==> src/rtl/clk_div_pkg.sv <==
// Shared constants and helpers for the programmable clock divider.
package clk_div_pkg;

    localparam int unsigned DIV_MIN = 2;

    // High-phase length for the rising-edge-only output: ceil(div/2).
    function automatic int unsigned half_ceil(input int unsigned div);
        return (div >> 1) + (div & 32'd1);
    endfunction

    function automatic logic div_valid(input int unsigned div);
        return div >= DIV_MIN;
    endfunction

endpackage

==> src/rtl/odd_duty_stage.sv <==
// Falling-edge re-sample of the high term, OR-ed in to stretch odd divisors to 50 % duty.
// Present only when PROG_CLK_DIV_ODD_DUTY50_EN is defined.
`ifdef PROG_CLK_DIV_ODD_DUTY50_EN
module odd_duty_stage (
    input  logic clk,
    input  logic rst,
    input  logic hi_in,
    input  logic odd_en,
    output logic out_clk
);

    logic hi_f;

    always_ff @(negedge clk) begin
        if (rst) hi_f <= 1'b0;
        else     hi_f <= hi_in;
    end

    // hi_f lags by half a cycle; masking with rst keeps the output low from the reset edge on.
    assign out_clk = hi_in | (hi_f & odd_en & ~rst);

endmodule
`endif

==> src/rtl/prog_clk_div.sv <==
// Runtime-programmable integer clock divider with period-boundary divisor loads.
// Define PROG_CLK_DIV_ODD_DUTY50_EN for exact 50 % duty on odd divisors.
module prog_clk_div
    import clk_div_pkg::*;
#(
    parameter int CNT_W       = 8,
    parameter int DEFAULT_DIV = 6
) (
    input  logic             clk,
    input  logic             rst,
    input  logic [CNT_W-1:0] div_in,
    input  logic             div_load,
    output logic             div_ack,
    output logic             div_err,
    output logic [CNT_W-1:0] div_cur,
    output logic             out_clk,
    output logic             out_tick
);

    logic [CNT_W-1:0] cnt;
    logic [CNT_W-1:0] pend;
    logic [CNT_W-1:0] hi_thr;
    logic             pend_vld;
    logic             hi_r;
    logic             load_ok;
    logic             wrap;

    assign load_ok = div_load & div_valid(32'(div_in));
    assign wrap    = (cnt == div_cur - CNT_W'(1));

    always_comb begin
        hi_thr = CNT_W'(half_ceil(32'(div_cur)));
`ifdef PROG_CLK_DIV_ODD_DUTY50_EN
        // Odd N: one cycle shorter here, the falling-edge stage adds the missing half.
        if (div_cur[0]) hi_thr = div_cur >> 1;
`endif
    end

    always_ff @(posedge clk) begin
        if (rst) begin
            cnt      <= '0;
            pend     <= '0;
            pend_vld <= 1'b0;
            div_cur  <= CNT_W'(DEFAULT_DIV);
            hi_r     <= 1'b0;
            out_tick <= 1'b0;
            div_ack  <= 1'b0;
            div_err  <= 1'b0;
        end else begin
            hi_r     <= (cnt < hi_thr);
            out_tick <= (cnt == '0);
            div_err  <= div_load & ~load_ok;
            div_ack  <= 1'b0;
            if (wrap) begin
                cnt <= '0;
                // A valid load on the wrap cycle itself overrides the pending value.
                if (load_ok || pend_vld) begin
                    div_cur  <= load_ok ? div_in : pend;
                    pend_vld <= 1'b0;
                    div_ack  <= 1'b1;
                end
            end else begin
                cnt <= cnt + CNT_W'(1);
                if (load_ok) begin
                    pend     <= div_in;
                    pend_vld <= 1'b1;
                end
            end
        end
    end

`ifdef PROG_CLK_DIV_ODD_DUTY50_EN
    odd_duty_stage u_odd_duty (
        .clk     (clk),
        .rst     (rst),
        .hi_in   (hi_r),
        .odd_en  (div_cur[0]),
        .out_clk (out_clk)
    );
`else
    assign out_clk = hi_r;
`endif

endmodule

==> config.mk <==
export PLATFORM = sky130hd
export DESIGN_NAME = prog_clk_div
export DESIGN_NICKNAME = d
export VERILOG_FILES = /design/src/rtl/clk_div_pkg.sv /design/src/rtl/odd_duty_stage.sv /design/src/rtl/prog_clk_div.sv
export SDC_FILE = /design/constraint.sdc
export NUM_CORES = 1
export LEC_CHECK = 0
export CAP_MARGIN = 20
export CORE_MARGIN = 5
export CORE_UTILIZATION = 40
export CTS_CLUSTER_SIZE = 20
export DETAILED_ROUTE_END_ITERATION = 10
export PLACE_DENSITY_LB_ADDON = 0.08
export RECOVER_POWER = 100
export SLEW_MARGIN = 40
export SYNTH_ARGS = -nofsm -noshare
export SYNTH_HDL_FRONTEND = slang
export SYNTH_SLANG_ARGS = --single-unit
==> constraint.sdc <==
create_clock -name clk -period 3.6 [get_ports clk]
set_input_delay 0.72 -clock clk [delete_from_list [all_inputs] [get_ports clk]]
set_output_delay 0.72 -clock clk [all_outputs]
set_load 0.05 [all_outputs]
==> results.yml, run 1 <==
min_path:
  holdPathEnd: "pend[0]$_SDFFE_PP0P_"
  worstHoldStart: "pend[0]$_SDFFE_PP0P_"
  hold_path_depth: 2
  min_path_type: "flop to flop"
sta:
  holdWs_ns: 0.473
  hold_viol_final: 0
  rsz0062_at_grt: "false"
  fin_tns_setup_ns: 0
  clock_skew_ns: 0.0126
  slew_viol_final: 0
  timing.slew.headroom_pct: 22.5
  period_needed_ns: 2.74
  max_freq_mhz: 364
  max_slew.worst_pin.slew_ns: 1.16
  setup-violations-final: 0
  fin_crit_sh_pct: 76.2
grt:
  gr-usage-all-layers_pct: 13.4
  grt_pass1_wl_mm: 6.45
  gr-total-overflow: 0
  grt_max_degree: 38
  grt_antenna_before_repair: 0
  grt_pass1_vias: 1401
setup_path:
  crit_path_start_kind: "flop"
  r2r_setup_slack_ns: 0.86
  rr_endpoint: "div_cur[0]$_SDFFE_PP0P_"
  rr_worst_depth: 6
  crit_path_end_kind: "flop"
  max_stage_delay_ns: 0.62
  arrival_ns: 2.93
  critPathRequiredTime_ns: 3.79
  crit_path_top_delay_cell: "or4_1"
  path_cells: "or3_1, xor2_1, a2111o_1, or4_1, or4_1, o31ai_1"
  crit_top_cell: "or4_1"
  worst_r2r_startpoint: "div_cur[2]$_SDFFE_PP1P_"
  worstSetupPathType: "flop to flop"
  cp_max_fo: 10
power_and_ir_drop:
  power.switching_uw: 204
  ir_worst_vdd_mv: 0.216
  intPower_uw: 663
  clkPwrFrac_pct: 46.2
  pwr-share-comb_pct: 12.9
  switching_share_pct: 23.6
  power_density_nw_per_um2: 412
  total_power_uw: 868
  seqPwrFrac_pct: 40.8
  p_leak_nw: 0.858
detailed_routing:
  drt_first_pass_iters: 4
  dr_wl_met2_mm: 1.91
  drt-initial-drc-count: 61
  drt-met1-wl_mm: 1.68
  vias_per_cell: 5.37
  wirelength_mm: 3.77
  drc: 0
  top_layer_used: "met4"
  ant_nets: 0
  wl_met3_um: 147
  post_drt_wl_per_cell_um: 14.1
  num_vias: 1433
clock_tree:
  ctsHtreeMaxLevel: 2
  cts_hold_buffers: 0
  post_cts_buffers: 0
  post_cts_resize_count: 0
  clock_sink_count: 29
  clkLatencyLatePin_ns: 0.28
  cts_buffer_depth: 2
  cts_root_buf: "clkbuf_8"
  cts_tree: "done"
  cts.clk_slew.worst_paths_ns: 0.06
  numCtsBuffers: 5
layout:
  fin_area_um2: 2110
  area_delta_synth_final_pct: 20.6
  n_antenna_cell: 0
  drive_gt1_share_pct: 3.72
  layout.nets: 237
placement:
  place_area_um2: 1970
  hpwl_mm: 2.86
  numPortBuffers: 22
  gp_congestion: 0.832
floorplan:
  ios: 23
  coreArea_um2: 4290
  die_area_um2: 5790
  fp.dieH_um: 76.1
  num_rows: 24
  die_w_um: 76.1
  initial_utilization_pct: 40.7
synth:
  yosysUniqueCellTypes: 36
  ys_ff_latch: 29
  synth_area_um2: 1750
  synth_area_per_cell_um2: 8.87
  yosys_warnings: 0
  synthCells: 197
  synth.net_count: 220
  ys_seq_area_share_pct: 33.2
run_status:
  status: "finished clean"
run:
  maxCapViolCount: 0
metal layers:
metal	GRT usage [%]	up-vias
li1	-	722
met1	15.6	685
met2	23.6	22
met3	3.43	4
met4	4.72	0
met5	0	-
cell usage in the layout (no fill, tap or decap), types with 3 or more instances in the layout:
cell              n
nand2b_1         20
o21ai_0           9
nor4_1            3
xor2_1            9
xnor2_1          11
nor2b_1           3
and2_1            3
nor2_1           16
a211oi_1          3
and3_1            4
nor3_1            3
clkbuf_8          5
or4_1             7
inv_1             6
mux2i_1          15
nand3_1           9
ha_1             12
dlygate4sd3_1    13
clkdlybuf4s50_1   8
dfxtp_1          29
cell families after synthesis:
group | after synthesis | synth area share, %
compound gates | 24 | 9.03
xor+xnor | 20 | 10.0
fa+ha+maj | 12 | 8.60
buf+inv | 18 | 4.37
flops | 29 | 33.2
mux | 15 | 8.60
simple gates | 79 | 26.1
layout make-up:
type | instances | area [um^2]
Fill cell | 425 | 2190
Inverter | 6 | 22.5
Tap cell | 52 | 65.1
Clock inverter | 3 | 65.1
Multi-Input combinational cell | 150 | 1090
Clock buffer | 5 | 68.8
Timing Repair Buffer | 22 | 214
Sequential cell | 29 | 581
state kept, by name, indices dropped and copies added, names as in the netlist:
signal	flops
div_ack	1
pend	8
out_clk	1
out_tick	1
div_err	1
cnt	8
div_cur	8
pend_vld	1
cell usage after synthesis (all sizes together):
cell type / n / share of area (%)
a2111o: 1 / 0.64
a211o: 2 / 1.0
a211oi: 3 / 1.3
a21o: 2 / 0.86
a21oi: 2 / 0.57
a31oi: 2 / 0.72
a32oi: 1 / 0.50
and2: 3 / 1.1
and3: 4 / 1.4
and4b: 1 / 0.57
buf: 4 / 1.3
clkbuf: 8 / 1.8
dfxtp: 29 / 33
ha: 12 / 8.6
inv: 6 / 1.3
mux2i: 15 / 8.6
nand2: 2 / 0.43
nand2b: 20 / 7.2
nand3: 9 / 2.6
nand3b: 1 / 0.43
nand4b: 2 / 1.0
nor2: 16 / 3.4
nor2b: 3 / 1.1
nor3: 3 / 0.86
nor3b: 2 / 0.86
nor4: 3 / 1.1
o21ai: 9 / 2.6
o21bai: 1 / 0.43
o31ai: 1 / 0.43
or2b: 1 / 0.43
or3: 2 / 0.72
or4: 7 / 3.0
xnor2: 11 / 5.5
xor2: 9 / 4.5
stage by stage:
stage,worst slack (ns),util (%),instances
finish,0.855,49.0,267
floorplan,0.774,-,197
CTS,0.849,49.1,267
global route,0.722,49.0,267
global placement,0.862,46.1,259
detailed placement,0.806,45.9,259
worst max-delay path: cells and delay by family (launching register included):
family / cells / cell delay (ns)
AO/OA/AOI/OAI: 2 / 0.52
AND/OR/NAND/NOR: 3 / 1.57
flip-flops: 1 / 0.40
XOR/XNOR: 1 / 0.17
how the worst max path moves through the flow:
stage | start | end | slack, ns | depth (start not counted)
floorplan | div_cur[0]$_SDFFE_PP0P_ | div_cur[0]$_SDFFE_PP0P_ | 0.77 | 9
CTS | div_cur[2]$_SDFFE_PP1P_ | div_cur[0]$_SDFFE_PP0P_ | 0.85 | 6
detailed placement | div_in[5] | div_cur[0]$_SDFFE_PP0P_ | 0.81 | 7
global placement | div_in[5] | div_cur[5]$_SDFFE_PP0P_ | 0.86 | 7
global route | div_in[5] | div_cur[0]$_SDFFE_PP0P_ | 0.72 | 7
finish | div_cur[2]$_SDFFE_PP1P_ | div_cur[0]$_SDFFE_PP0P_ | 0.86 | 6
power by group through the flow:
stage / clock (mW) / combinational [mW] / sequential (mW)
floorplan: 0 / 0.0666 / 0.371
global placement: 0 / 0.113 / 0.362
detailed placement: 0 / 0.115 / 0.362
CTS: 0.407 / 0.115 / 0.355
global route: 0.424 / 0.124 / 0.357
finish: 0.401 / 0.112 / 0.354
(Power assumes the default switching activity.)
==> run 2, diff against run 1 <==
==> constraint.sdc (replaced) <==
create_clock -name clk -period 2.87 [get_ports clk]
set_input_delay 0.574 -clock clk [delete_from_list [all_inputs] [get_ports clk]]
set_output_delay 0.574 -clock clk [all_outputs]
set_load 0.05 [all_outputs]
==> run 2 against run 1 <==
Compared with the run above: clock skew fell by 0.0096 ns; total power rose by 7.0%; routed wire length rose by 3.0%; critical path type unchanged; critical endpoint is now div_cur[7]$_SDFFE_PP0P_; largest power group is now sequential cells.
==> results.yml, run 2 (synthesis gave the netlist of run 1 again) <==
run_status:
  status: "finished clean"
grt:
  grt_antenna_before_repair: 0
  grt_max_degree: 22
  grt_pass1_wl_mm: 6.53
  gr-usage-all-layers_pct: 13.8
  gr-total-overflow: 0
  grt_pass1_vias: 1392
sta:
  fin_tns_setup_ns: 0
  slew_viol_final: 0
  hold_viol_final: 0
  rsz0062_at_grt: "false"
  fin_crit_sh_pct: 91.4
  setup_slack_ns: 0.248
  period_needed_ns: 2.62
  setup-violations-final: 0
  timing.slew.headroom_pct: 50.8
  max_freq_mhz: 381
  clock_skew_ns: 0.00301
  holdWs_ns: 0.475
  max_slew.worst_pin.slew_ns: 0.736
detailed_routing:
  drt_first_pass_iters: 4
  drc: 0
  ant_nets: 0
  post_drt_wl_per_cell_um: 14.1
  vias_per_cell: 5.17
  num_vias: 1428
  wirelength_mm: 3.88
  drt-initial-drc-count: 93
placement:
  place_area_um2: 2050
  pre_cts_ws_ns: 0.169
  hpwl_mm: 2.99
  numPortBuffers: 22
  gp_congestion: 0.831
clock_tree:
  ctsHtreeMaxLevel: 2
  cts_tree: "done"
  clkLatencyLatePin_ns: 0.27
  cts_hold_buffers: 0
  cts_root_buf: "clkbuf_8"
  clock_sink_count: 29
  cts.clk_slew.worst_paths_ns: 0.06
  post_cts_buffers: 0
  numCtsBuffers: 5
  cts_buffer_depth: 2
power_and_ir_drop:
  ir_worst_vdd_mv: 0.233
  p_leak_nw: 0.876
  total_power_uw: 928
  power_density_nw_per_um2: 435
layout:
  top_regs: "cnt: 8 flops, div_cur: 8 flops, pend: 8 flops"
  seqCellArea_um2: 581
  fillers: 427
  layout_common_cells: "29 x dfxtp_1, 20 x nand2b_1, 16 x nor2_1, 15 x mux2i_1, 13 x dlygate4sd3_1"
  drive_gt1_share_pct: 6.25
  layout_commonest_cell: "dfxtp_1"
  layout.nets: 247
  area_delta_synth_final_pct: 22.1
  fin_area_um2: 2130
  n_antenna_cell: 0
  multi_input_area_um2: 1090
floorplan:
  ios: 23
  die_w_um: 76.1
  coreArea_um2: 4290
  initial_utilization_pct: 40.7
  num_rows: 24
  die_area_um2: 5790
  fp.dieH_um: 76.1
setup_path:
  worstSetupPathType: "flop to flop"
  critPathRequiredTime_ns: 3.07
  path_cells: "or3_1, xor2_1, a2111o_1, or4_4, or4_1, o21ai_0"
  max_stage_delay_ns: 0.54
  cp_max_fo: 9
  crit_path_start_kind: "flop"
  crit_path_top_delay_cell: "or4_4"
  crit_path_end_kind: "flop"
  arrival_ns: 2.83
run:
  maxCapViolCount: 0
min_path:
  min_path_type: "flop to flop"
run 2: cell types whose count changed in the layout (fill, tap and decap cells not counted), sizes merged:
cell / change
clkbuf: +4
clkinv: -1
bufinv: -2
buf: +7
clkdlybuf4s50: +1
run 2: report_power, final:
part	switching [mW]	total (mW)	internal, mW	leakage (nW)
clock	0.143	0.332	0.190	0.0443
combinational	0.0851	0.158	0.0733	0.594
sequential	0.0144	0.438	0.423	0.237
total	0.242	0.928	0.686	0.876
run 2: routing by layer:
metal	track usage, %	share of wire, %	up-vias
met5	0	0	-
met4	6.64	1.1	0
met3	3.55	3.1	5
met2	22.7	51	19
met1	16.5	45	664
li1	-	-	740
run 2: cell type report:
cell class / count / area share, %
flip-flops and latches: 29 / 27.2
multi-input cells: 150 / 51.3
clock buffers: 7 / 4.05
repair buffers: 32 / 13.3
inverters: 6 / 1.06
well taps: 52 / 3.05
run 2: what timing repair did:
item                                    CTS  global route
endpoints found under the hold margin     0             0
resized for setup                         0             1
endpoints found under the setup margin    0             1
run 2: critical path, delay by kind of cell, from the launching register on:
family / cells / cell delay [ns]
flops: 1 / 0.35
simple gates: 3 / 1.50
compound gates: 2 / 0.52
xor+xnor: 1 / 0.18
run 2: final timing paths:
| check | depth (start not counted) | slack [ns] | to | from |
|---|---|---|---|---|
| max reg2reg | 6 | 0.25 | div_cur[7]$_SDFFE_PP0P_ | div_cur[0]$_SDFFE_PP0P_ |
| max | 6 | 0.25 | div_cur[7]$_SDFFE_PP0P_ | div_cur[0]$_SDFFE_PP0P_ |
| min reg2reg | 2 | 0.48 | pend[3]$_SDFFE_PP0P_ | pend[3]$_SDFFE_PP0P_ |
| min | 2 | 0.48 | pend[3]$_SDFFE_PP0P_ | pend[3]$_SDFFE_PP0P_ |
run 2: metrics by stage:
stage                     std cells  util, %
after detailed placement        269     47.8
after floorplan                 197        -
after global routing            276     49.7
after CTS                       276     49.8
final                           276     49.7
after global placement          269     47.8
